`config.mk`:
```
export PLATFORM = sky130hd
export DESIGN_NAME = alu_seq
export DESIGN_NICKNAME = d
export VERILOG_FILES = /design/src/rtl/alu_seq.sv
export SDC_FILE = /design/constraint.sdc
export NUM_CORES = 1
export LEC_CHECK = 0
export BUFFER_PORTS_ARGS = -buffer_cell sky130_fd_sc_hd__clkbuf_2
export CORE_MARGIN = 1
export CORE_UTILIZATION = 45
export DETAILED_ROUTE_END_ITERATION = 12
export GPL_ROUTABILITY_DRIVEN = 0
export PLACE_DENSITY_LB_ADDON = 0.05
export SLEW_MARGIN = 5
export SYNTH_ARGS = -nofsm -noshare
export SYNTH_HDL_FRONTEND = slang
export SYNTH_SLANG_ARGS = --single-unit
```
`constraint.sdc`:
```
create_clock -name clk -period 2.9 [get_ports clk]
set_input_delay 0.29 -clock clk [delete_from_list [all_inputs] [get_ports clk]]
set_output_delay 0.29 -clock clk [all_outputs]
set_load 0.05 [all_outputs]
```
`src/rtl/alu_seq.sv`:
```
// Sequential WIDTH-bit ALU with registered result/flags, start/busy/done handshake,
// persistent carry for ADC/SBC, shift-add multiplier and undefined-opcode error.
module alu_seq #(
    parameter int WIDTH = 8,
    parameter int SH_W  = $clog2(WIDTH)
) (
    input  logic             clk,
    input  logic             rst_n,
    input  logic             start,
    input  logic [4:0]       control,
    input  logic [WIDTH-1:0] a1,
    input  logic [WIDTH-1:0] a2,
    output logic             busy,
    output logic             done,
    output logic [WIDTH-1:0] o,
    output logic [WIDTH-1:0] o_hi,
    output logic [3:0]       status,
    output logic             err
);

    localparam logic [4:0] OP_ADD  = 5'd0;
    localparam logic [4:0] OP_SUB  = 5'd1;
    localparam logic [4:0] OP_OR   = 5'd2;
    localparam logic [4:0] OP_AND  = 5'd3;
    localparam logic [4:0] OP_XOR  = 5'd4;
    localparam logic [4:0] OP_NOT  = 5'd5;
    localparam logic [4:0] OP_SHL  = 5'd6;
    localparam logic [4:0] OP_SHR  = 5'd7;
    localparam logic [4:0] OP_SAR  = 5'd8;
    localparam logic [4:0] OP_ROL  = 5'd9;
    localparam logic [4:0] OP_ROR  = 5'd10;
    localparam logic [4:0] OP_PASS = 5'd11;
    localparam logic [4:0] OP_CLR  = 5'd12;
    localparam logic [4:0] OP_ADC  = 5'd13;
    localparam logic [4:0] OP_SBC  = 5'd14;
    localparam logic [4:0] OP_MUL  = 5'd15;

    typedef enum logic [1:0] {
        S_IDLE,
        S_MUL,
        S_DONE
    } state_t;

    state_t             state_q, state_d;
    logic [WIDTH-1:0]   o_q, o_d;
    logic [WIDTH-1:0]   ohi_q, ohi_d;
    logic [3:0]         status_q, status_d;
    logic               err_q, err_d;
    logic [WIDTH-1:0]   mcand_q, mcand_d;
    logic [2*WIDTH-1:0] prod_q, prod_d;
    logic [SH_W-1:0]    cnt_q, cnt_d;

    logic [WIDTH-1:0]   aluRes;
    logic               aluC, aluV, aluDef;
    logic               cin, bigAmt;
    logic [SH_W-1:0]    sh;
    logic [SH_W:0]      rotInv;
    logic [WIDTH:0]     addSum, subDiff;
    logic [WIDTH:0]     mulSum;
    logic [2*WIDTH-1:0] prodStep;

    // Single-cycle datapath; the carry-in is the flag value held when the op is accepted.
    always_comb begin
        sh      = a2[SH_W-1:0];
        bigAmt  = |a2[WIDTH-1:SH_W];
        rotInv  = (SH_W+1)'(WIDTH) - {1'b0, sh};
        cin     = (control == OP_ADC || control == OP_SBC) ? status_q[0] : 1'b0;
        addSum  = {1'b0, a1} + {1'b0, a2} + {{WIDTH{1'b0}}, cin};
        subDiff = {1'b0, a1} - {1'b0, a2} - {{WIDTH{1'b0}}, cin};
        aluRes  = '0;
        aluC    = status_q[0];
        aluV    = 1'b0;
        aluDef  = 1'b1;
        case (control)
            OP_ADD, OP_ADC: begin
                aluRes = addSum[WIDTH-1:0];
                aluC   = addSum[WIDTH];
                aluV   = (a1[WIDTH-1] == a2[WIDTH-1]) && (addSum[WIDTH-1] != a1[WIDTH-1]);
            end
            OP_SUB, OP_SBC: begin
                aluRes = subDiff[WIDTH-1:0];
                aluC   = subDiff[WIDTH];
                aluV   = (a1[WIDTH-1] != a2[WIDTH-1]) && (subDiff[WIDTH-1] != a1[WIDTH-1]);
            end
            OP_OR:   aluRes = a1 | a2;
            OP_AND:  aluRes = a1 & a2;
            OP_XOR:  aluRes = a1 ^ a2;
            OP_NOT:  aluRes = ~a2;
            OP_SHL:  aluRes = bigAmt ? '0 : (a1 << sh);
            OP_SHR:  aluRes = bigAmt ? '0 : (a1 >> sh);
            OP_SAR:  aluRes = bigAmt ? {WIDTH{a1[WIDTH-1]}} : $unsigned($signed(a1) >>> sh);
            OP_ROL:  aluRes = (a1 << sh) | (a1 >> rotInv);
            OP_ROR:  aluRes = (a1 >> sh) | (a1 << rotInv);
            OP_PASS: aluRes = a2;
            OP_CLR:  aluRes = '0;
            OP_MUL:  aluRes = '0;
            default: aluDef = 1'b0;
        endcase
    end

    // One shift-add step: conditionally add the multiplicand to the high half, then shift right.
    always_comb begin
        mulSum   = {1'b0, prod_q[2*WIDTH-1:WIDTH]}
                 + (prod_q[0] ? {1'b0, mcand_q} : {(WIDTH+1){1'b0}});
        prodStep = {mulSum, prod_q[WIDTH-1:1]};
    end

    always_comb begin
        state_d  = state_q;
        o_d      = o_q;
        ohi_d    = ohi_q;
        status_d = status_q;
        err_d    = err_q;
        mcand_d  = mcand_q;
        prod_d   = prod_q;
        cnt_d    = cnt_q;
        busy     = 1'b0;
        done     = 1'b0;
        case (state_q)
            S_IDLE, S_DONE: begin
                done    = (state_q == S_DONE);
                state_d = S_IDLE;
                if (start) begin
                    if (control == OP_MUL) begin
                        mcand_d = a1;
                        prod_d  = {{WIDTH{1'b0}}, a2};
                        cnt_d   = '0;
                        state_d = S_MUL;
                    end else begin
                        state_d = S_DONE;
                        ohi_d   = '0;
                        if (aluDef) begin
                            o_d      = aluRes;
                            status_d = {aluV, aluRes[WIDTH-1], aluRes == '0, aluC};
                            err_d    = 1'b0;
                        end else begin
                            o_d   = '0;
                            err_d = 1'b1;
                        end
                    end
                end
            end
            S_MUL: begin
                busy   = 1'b1;
                prod_d = prodStep;
                cnt_d  = cnt_q + 1'b1;
                if (cnt_q == SH_W'(WIDTH-1)) begin
                    o_d      = prodStep[WIDTH-1:0];
                    ohi_d    = prodStep[2*WIDTH-1:WIDTH];
                    status_d = {1'b0, prodStep[WIDTH-1], prodStep[WIDTH-1:0] == '0,
                                prodStep[2*WIDTH-1:WIDTH] != '0};
                    err_d    = 1'b0;
                    state_d  = S_DONE;
                end
            end
            default: state_d = S_IDLE;
        endcase
    end

    always_ff @(posedge clk or negedge rst_n) begin
        if (!rst_n) begin
            state_q  <= S_IDLE;
            o_q      <= '0;
            ohi_q    <= '0;
            status_q <= '0;
            err_q    <= 1'b0;
            mcand_q  <= '0;
            prod_q   <= '0;
            cnt_q    <= '0;
        end else begin
            state_q  <= state_d;
            o_q      <= o_d;
            ohi_q    <= ohi_d;
            status_q <= status_d;
            err_q    <= err_d;
            mcand_q  <= mcand_d;
            prod_q   <= prod_d;
            cnt_q    <= cnt_d;
        end
    end

    assign o      = o_q;
    assign o_hi   = ohi_q;
    assign status = status_q;
    assign err    = err_q;

endmodule

```
# Yosys cells after proc, flatten, opt, wreduce, memory -nomap -nowiden
# Cells that the tools add are included.
[word_totals]
wordCells = 114
out_inout_bits = 23
regBits = 50
[classes]
n_reduce_logical = 19
eq_ne = 28
addsub = 7
shifts = 5
mux = 40
n_bitwise = 6
[ops]
columns = ["cell", "n"]
rows = [
  ["8-bit case mux with 12 select lines", 1],
  ["8-bit 2-to-1 mux", 11],
  ["5-bit by 4-bit equality test with 1-bit output (second input constant)", 8],
  ["16-bit 2-to-1 mux", 2],
  ["16-bit case mux with 2 select lines", 1],
  ["8-bit case mux with 2 select lines", 2],
  ["8-bit bitwise OR", 3],
  ["5-bit by 3-bit equality test with 1-bit output (second input constant)", 4],
  ["8-bit by 8-bit adder with 9-bit output", 2],
  ["8-bit logical NOT", 2],
  ["4-bit 2-to-1 mux", 4],
  ["16-bit OR reduction", 1],
  ["5-bit by 2-bit equality test with 1-bit output (second input constant)", 2],
  ["2-bit inequality test (second input constant)", 5],
  ["9-bit by 1-bit adder with 9-bit output", 1],
  ["8-bit by 8-bit subtractor with 9-bit output", 1],
  ["9-bit by 1-bit subtractor with 9-bit output", 1],
  ["8-bit bitwise AND", 1],
  ["1-bit 2-to-1 mux", 8],
  ["8-bit NOT", 1],
  ["4-bit case mux with 2 select lines", 1],
  ["8-bit nonzero test", 1],
  ["8-bit by 3-bit left shift with 8-bit output", 1],
  ["8-bit by 4-bit left shift with 8-bit output", 1],
  ["29 further kinds", 40],
]

# Logic depth before layout (Yosys ltp)
# Gate-level depths: netlist of the first run.
[logic_depth]
ltp_word = 11
ltp_mapped = 16

# Worst setup path before layout of the first run
# OpenSTA, ideal clock, no wires.
[synth_path]
path_kind = "input port to flip-flop"
from = "input port a2[0]"
to = "register status_q[1] (netlist: status[1])"
cell_stages = 13
arrival_time_ns = 3.650
t_required_ns = 2.824
slack_ns = -0.827
cell_sequence = "buf_6 -> buf_2 -> buf_4 -> clkinv_1 -> ha_1 -> buf_1 -> mux4_2 -> mux2i_1 -> a211oi_1 -> or4_1 -> a221o_1 -> or3_1 -> o21ai_1"
[synth_between]
elab_chain_len = 9
[synth_lines]
columns = ["element", "line", "source"]
rows = [
  ["start: declaration", "12", "input logic [WIDTH-1:0] a2,"],
  ["branches (longest 3 deep; another with 8-bit by 8-bit subtractor with 9-bit output)", "-", ""],
  ["8-bit case mux with 12 select lines (*)", "74", "case (control)"],
  ["8-bit logical NOT (*)", "134", "status_d = {aluV, aluRes[WIDTH-1], aluRes == '0, aluC};"],
  ["4-bit 2-to-1 mux (*)", "132", "if (aluDef) begin"],
  ["4-bit 2-to-1 mux (*)", "124", "if (control == OP_MUL) begin"],
  ["4-bit 2-to-1 mux (*)", "123", "if (start) begin"],
  ["4-bit case mux with 2 select lines (*)", "119", "case (state_q)"],
  ["end signal: assignment", "174", "status_q <= status_d;"],
  ["end: declaration", "47", "logic [3:0] status_q, status_d;"],
]
# Mark *: on every way between the ends. The select of a mux whose other input is x is not followed.
# A chain may end at the register's enable or synchronous reset.

# Worst setup path in the final report of the first run
[layout_path]
from = "register status_q[0] (netlist: status[0])"
to = "register status_q[1] (netlist: status[1])"
[layout_between]
elab_chain_len = 8
[layout_lines]
columns = ["element", "line", "source"]
rows = [
  ["1-bit 2-to-1 mux (*)", "67", "cin = (control == OP_ADC || control == OP_SBC) ? status_q[0] : 1'b0;"],
  ["9-bit by 1-bit subtractor with 9-bit output / 9-bit by 1-bit adder with 9-bit output (equally long branches)", "69, 68", ""],
  ["8-bit case mux with 12 select lines (*)", "74", ""],
  ["8-bit logical NOT (*)", "134", ""],
  ["4-bit 2-to-1 mux (*)", "132", ""],
  ["4-bit 2-to-1 mux (*)", "124", ""],
  ["4-bit 2-to-1 mux (*)", "123", ""],
  ["4-bit case mux with 2 select lines (*)", "119", ""],
]
# Every way passes the cells marked *; elsewhere a longest branch is shown, timed or not. The select of a mux whose other input is x is not followed.

==> results.yml, run 1 <==
power:
  p_total_mw: 2.882
  powerDensity_mw_per_mm2: 421.6
  ir_worst_vdd_uv: 507.9
  p_leak_nw: 3.249
logic_synthesis:
  async_flop_share_pct: 100.0
  ys_top_cells_by_count: "99 x nand2_1, 50 x dfrtp_1, 44 x nor2_1"
  yosysWarnings: 0
  netlist_instances: 663
  yosysMostFrequentCell: "nand2_1"
  synth.distinct_cells: 77
  yosysSeqAreaShare_pct: 23.69
  syn_nets: 734
  postSynthAreaPerCell_um2: 7.966
  synth_top_area_share_pct: 23.69
  synth_ff_type: "dfrtp_1"
  synth_area_leader_cell: "dfrtp_1"
  synth.area.top_cells: "dfrtp_1 24%, ha_1 10%, nand2_1 7.0%, mux4_2 4.7%, o21ai_0 3.7%"
  syn_area_mm2: 0.005281
  synth_edf_count: 0
  ys_ff_latch: 50
route:
  vias: 5845
  routed_via_density: 6.231
  drt_wl_total_um: 19230
  routedWlPerCell_um: 20.50
  ant_nets: 0
  first_pass_iters: 5
  drc: 0
  drtIter0Drc: 791
timing:
  fin_crit_sh_pct: 104.3
  fmax_mhz: 330.6
  fin_skew_ns: 0.007368
  hold_viol_final: 0
  worst_pin_slew_ns: 0.8833
  setup-violations-final: 2
  slew_violations: 0
  relSlewSlack_pct: 40.89
  min_period_ns: 3.025
  fin_ws_ns: -0.1251
  grt_setup_unrepaired: "true"
floorplanning:
  dieHeight_um: 110.3
  row_count: 39
  ioPinCount: 47
  die_w_um: 110.3
  die_area_mm2: 0.01217
  start_util_pct: 46.25
  core_area_mm2: 0.01142
min_path:
  min_path_type: "in2reg"
  min_from: "a2[6]"
  hold_end: "prod_q[6]$_DFFE_PN0P_"
  min_path_cells: 3
cts:
  clkSinkCount: 50
  root_buffer: "clkbuf_16"
  cts_tree: "built"
  htreeDepth: 2
  clkTransAtPathRegs_ns: 0.07
  clockBufferDepth: 2
  clk_latency_ns: 0.29
  cts_made_buffers: 5
worst_setup_path:
  crit_fanout: 3
  rr_endpoint: "status[1]$_DFFE_PN0P_"
  cp_cell_sequence: "nand3_4 > fa_2 > fa_2 > o21a_1 > o221a_4 > xor2_1 > nand2_1 > o21ai_2 > or4_1 > or3_1 > o21ai_1"
  critPathCaptureType: "flop"
  cp_data_arrival_time_ns: 3.24
  start_kind: "flop"
  slowest_delay_ns: 0.51
  crit_top_cell: "fa_2"
  cp.required_ns: 3.12
  crit_path_top_delay_cell: "or4_1"
  reg2reg_slack_ns: -0.13
  critical_path_class: "reg2reg"
  reg2reg_from: "status[0]$_DFFE_PN0P_"
  ff2ff_path_depth: 11
outcome:
  violations: "setup timing"
  status: "complete, but fails checks"
grt:
  antenna_found_initial: 0
  grt_util_all_layers_pct: 32.72
  overflow: 0
  grt_first_pass_wirelength_um: 29750
  grt_max_degree: 32
  grt_pass1_vias: 5523
final_layout:
  area_delta_synth_final_pct: 29.45
  drive_gt1_share_pct: 30.19
  n_antenna_cell: 0
  fin_nets: 865
  final_cells: 938
place:
  dpl.hpwl_um: 15030
  placed_cells: 922
  portBuffers: 46
run:
  maxCapViolCount: 0
==> how the worst max path moves through the flow <==
stage	from	endpoint	slack [ns]
3_5_place_dp	control[0]	status[1]$_DFFE_PN0P_	-0.49
4_1_cts	status[0]$_DFFE_PN0P_	status[1]$_DFFE_PN0P_	-0.11
5_1_grt	status[0]$_DFFE_PN0P_	status[1]$_DFFE_PN0P_	-0.26
2_1_floorplan	control[0]	status[1]$_DFFE_PN0P_	-0.26
6_report	status[0]$_DFFE_PN0P_	status[1]$_DFFE_PN0P_	-0.13
3_3_place_gp	control[0]	status[1]$_DFFE_PN0P_	-0.42
==> flip-flops by register name (all words and copies together) (netlist names) <==
register / flops
prod_q: 16
mcand_q: 8
o: 8
o_hi: 8
status: 4
cnt_q: 3
state_q: 2
err: 1
==> kinds of logic (layout without fill, tap and decap cells) <==
kind of cell | after synthesis | after routing | share of synthesized area (%)
AND/OR/NAND/NOR | 269 | 269 | 24.78
AO/OA/AOI/OAI | 177 | 177 | 22.60
buffers and inverters | 72 | 204 | 5.591
flip-flops | 50 | 50 | 23.69
adder cells (fa/ha/maj) | 47 | 47 | 11.85
multiplexers | 31 | 31 | 8.671
XOR/XNOR | 17 | 17 | 2.819
==> worst max-delay path, delay by kind of cell (launching register included) <==
family	cells	cell delay (ns)
AND/OR/NAND/NOR	4	1.00
adder cells (fa/ha/maj)	2	0.73
AO/OA/AOI/OAI	4	0.67
flip-flops	1	0.41
XOR/XNOR	1	0.14
==> where the power goes <==
part | switching [mW] | internal, mW
Clock | 0.247 | 0.342
Sequential | 0.0971 | 0.832
Combinational | 0.771 | 0.594
==> stage by stage <==
stage                     hold WS, ns  utilization, %  worst slack (ns)  setup TNS, ns  cell area (um2)
final                          0.4043           59.87           -0.1251        -0.1782             6837
after global routing           0.4103           59.87           -0.2565        -0.5309             6837
after CTS                      0.3846           59.40           -0.1150        -0.1411             6783
after detailed placement       0.2801           56.30           -0.4950         -2.619             6429
after global placement         0.2754           56.30           -0.4183         -2.080             6429
after floorplan             -0.005591               -           -0.2559        -0.2559             5360
==> final cells by class <==
type / instances / area [um2]
Fill cell: 1040 / 4582
Clock buffer: 6 / 138.9
Inverter: 31 / 121.4
Tap cell: 143 / 178.9
Clock inverter: 2 / 12.51
Sequential cell: 50 / 1252
Multi-Input combinational cell: 541 / 3981
Timing Repair Buffer: 165 / 1151
==> cells in the final DEF (no fill, tap or decap), types with 4 or more instances in the layout <==
master     Yosys  final
nand4_1       12     12
nand2_1       99     99
a21o_1        15     15
nor2b_1       10      8
nand2b_1       6      5
o21ai_0       39     36
dfrtp_1       50     49
inv_2          1      4
xor2_1         9      9
o211ai_1      11     11
a21oi_1       32     29
o31ai_1        8      6
mux2_2         8      8
nand3_1       26     25
nor2_1        44     41
clkbuf_16      0      5
a211oi_1       8      6
ha_4           0      4
and2_1        12     12
a22o_1         4      4
clkbuf_2       1     46
o21a_1         4      4
mux4_2        11     11
ha_1          42     38
mux2i_1       12     12
inv_1         27     24
a31oi_1       11     11
fa_2           0      4
buf_4          1    116
nor3_1        18     18
xnor2_1        8      7
or3_1          7      7
and3_1         7      6
==> what timing repair did <==
action	4_1_cts	5_1_grt
resized for setup	27	11
pin swaps	21	11
setup endpoints to repair	6	8
endpoints found under the hold margin	20	0
hold buffers	1	0
setup buffers	10	0
==> layer usage <==
| metal | track usage, % | share of wire [%] | up-vias |
|---|---|---|---|
| li1 | - | - | 2688 |
| met1 | 41.11 | 41 | 2775 |
| met2 | 54.53 | 47 | 305 |
| met3 | 4.644 | 7.2 | 77 |
| met4 | 16.64 | 5.4 | 0 |
| met5 | 0 | 0 | - |
(Power assumes the default switching activity.)
==> run 2, diff against run 1 <==
--- a/config.mk
+++ b/config.mk
@@ -11,6 +11,7 @@
 export DETAILED_ROUTE_END_ITERATION = 12
 export GPL_ROUTABILITY_DRIVEN = 0
 export PLACE_DENSITY_LB_ADDON = 0.05
+export SETUP_SLACK_MARGIN = 0.15
 export SLEW_MARGIN = 5
 export SYNTH_ARGS = -nofsm -noshare
 export SYNTH_HDL_FRONTEND = slang
==> run 2 against run 1 <==
Compared with the run above:
- the flow still finishes with violations (setup timing)
- final area is essentially flat
- core utilization barely moved
- count of clock-buffer cells in the layout is 2 higher
- critical path type unchanged
- largest power group unchanged
==> results.yml, run 2 (synthesized netlist as in run 1, its figures left out) <==
floorplanning:
  dieHeight_um: 110.3
  core_area_mm2: 0.01142
  die_w_um: 110.3
  start_util_pct: 46.25
  ioPinCount: 47
  row_count: 39
  die_area_mm2: 0.01217
worst_setup_path:
  critPathCaptureType: "flop"
  crit_path_top_delay_cell: "or4_1"
  start_kind: "flop"
  worst-path-buf-inv: 0
  cp.required_ns: 3.12
  cp_cell_sequence: "nand3_4 > fa_2 > fa_2 > o21a_1 > o221a_4 > xor2_1 > nand2_1 > o21ai_2 > or4_1 > or3_1 > o21ai_1"
  crit_top_cell: "fa_2"
  critical_path_class: "reg2reg"
  slowest_delay_ns: 0.50
  cp_data_arrival_time_ns: 3.24
  crit_fanout: 3
  critical-path-top-delay-family: "simple AND/OR/NAND/NOR gates"
power:
  p_sw_share_pct: 38.57
  powerDensity_mw_per_mm2: 428.4
  p_int_mw: 1.800
  p_leak_nw: 3.251
  p_sw_mw: 1.130
  ir_worst_vdd_uv: 641.9
  clkPwrFrac_pct: 22.0
  p_comb_share_pct: 46.2
  seq_power_share_pct: 31.8
final_layout:
  fill_cells: 1050
  drive_gt1_share_pct: 30.18
  fin_nets: 862
  final_common_cell: "buf_4"
  final_cell_mix: "114 x buf_4, 99 x nand2_1, 49 x dfrtp_1, 46 x clkbuf_2, 41 x nor2_1"
  final_cells: 936
  area_delta_synth_final_pct: 29.54
  regMostFlops: "prod_q"
  largest_reg_flops: 16
  fin_util_pct: 59.92
grt:
  grt_util_all_layers_pct: 33.69
  overflow: 0
  grt_first_pass_wirelength_um: 30790
  antenna_found_initial: 0
  grt_max_degree: 32
  grt_pass1_vias: 5704
cts:
  clockBufferDepth: 2
  htreeDepth: 2
  cts_tree: "built"
  cts_made_buffers: 5
  clkTransAtPathRegs_ns: 0.06
  root_buffer: "clkbuf_16"
  clkSinkCount: 50
  clk_latency_ns: 0.29
  cts_hold_buffers: 0
timing:
  fin_crit_sh_pct: 104.1
  setup-violations-final: 1
  grt_setup_unrepaired: "true"
  hold_viol_final: 0
  min_period_ns: 3.020
  fin_skew_ns: 0.002763
  slew_violations: 0
  fmax_mhz: 331.1
  fin_ws_ns: -0.1198
  timing.setup.tns_ns: -0.1198
  worst_pin_slew_ns: 0.7306
  relSlewSlack_pct: 51.29
route:
  drc: 0
  routed_via_density: 6.233
  vias: 5834
  ant_nets: 0
  drt_wl_total_um: 19590
  first_pass_iters: 5
  drtIter0Drc: 644
  routedWlPerCell_um: 20.93
run:
  maxCapViolCount: 0
outcome:
  status: "complete, but fails checks"
  violations: "setup timing"
place:
  placed_cells: 924
  portBuffers: 46
  dpl.hpwl_um: 15220
min_path:
  min_path_type: "in2async"
run 2: changes by cell type in the layout (fill, tap and decap cells not counted), sizes merged:
cell,before,now
clkinv,4,3
clkbuf,52,54
diode,0,1
clkinvlp,1,0
dlygate4sd3,1,0
buf,118,116
run 2: area by class of cell:
type / instances / area [um2] / area share (%)
diodes: 1 / 2.502 / 0.03658
clock buffers: 8 / 166.4 / 2.432
inverters: 31 / 128.9 / 1.884
multi-input cells: 541 / 3986 / 58.27
flip-flops and latches: 50 / 1252 / 18.31
well taps: 143 / 178.9 / 2.615
repair buffers: 162 / 1126 / 16.46
run 2: worst reg2reg max path: cells and delay by family, from the launching register on:
family	cells	cell delay, ns
fa+ha+maj	2	0.74
compound gates	4	0.65
simple gates	4	1.00
xor+xnor	1	0.14
flops	1	0.41
run 2: power by group through the flow:
stage | Sequential (mW) | Combinational (mW) | Clock, mW
2_1_floorplan | 1.02 | 0.726 | 0
6_report | 0.931 | 1.36 | 0.645
5_1_grt | 0.948 | 1.47 | 0.676
3_3_place_gp | 0.937 | 1.25 | 0
3_5_place_dp | 0.939 | 1.27 | 0
4_1_cts | 0.928 | 1.31 | 0.656
run 2: final timing paths:
path,slack (ns),to,depth (start not counted),from
worst max register to register,-0.12,status[1]$_DFFE_PN0P_,11,status[0]$_DFFE_PN0P_
worst min-delay path,0.05,o_hi[4]$_DFFE_PN0P_,1,rst_n
worst max-delay path,-0.12,status[1]$_DFFE_PN0P_,11,status[0]$_DFFE_PN0P_
worst min register to register,0.46,o_hi[4]$_DFFE_PN0P_,2,o_hi[4]$_DFFE_PN0P_
min in group clk,0.41,prod_q[6]$_DFFE_PN0P_,3,a2[6]
max in group asynchronous,2.07,prod_q[0]$_DFFE_PN0P_,2,rst_n
run 2: metal layers:
metal,vias to the layer above,track usage [%],share of wire (%)
li1,2671,-,-
met1,2784,40.62,40
met2,314,58.30,48
met3,65,4.233,7.2
met4,0,17.86,4.7
met5,-,0,0
run 2: what timing repair did:
item | CTS | global route
resized for setup | 21 | 14
pin swaps | 19 | 16
hold endpoints to repair | 0 | 0
cloned | 0 | 0
buffers inserted | 3 | 0
setup endpoints to repair | 9 | 12
run 2: per-stage QoR:
stage	hold slack, ns	area (um2)	total power, mW	worst slack [ns]
4_1_cts	0.06654	6768	2.897	-0.09544
2_1_floorplan	-0.005591	5405	1.748	-0.2559
5_1_grt	0.1138	6839	3.091	-0.2519
6_report	0.04658	6842	2.931	-0.1198
3_3_place_gp	0.3649	6475	2.188	-0.3082
3_5_place_dp	0.3833	6475	2.213	-0.3821
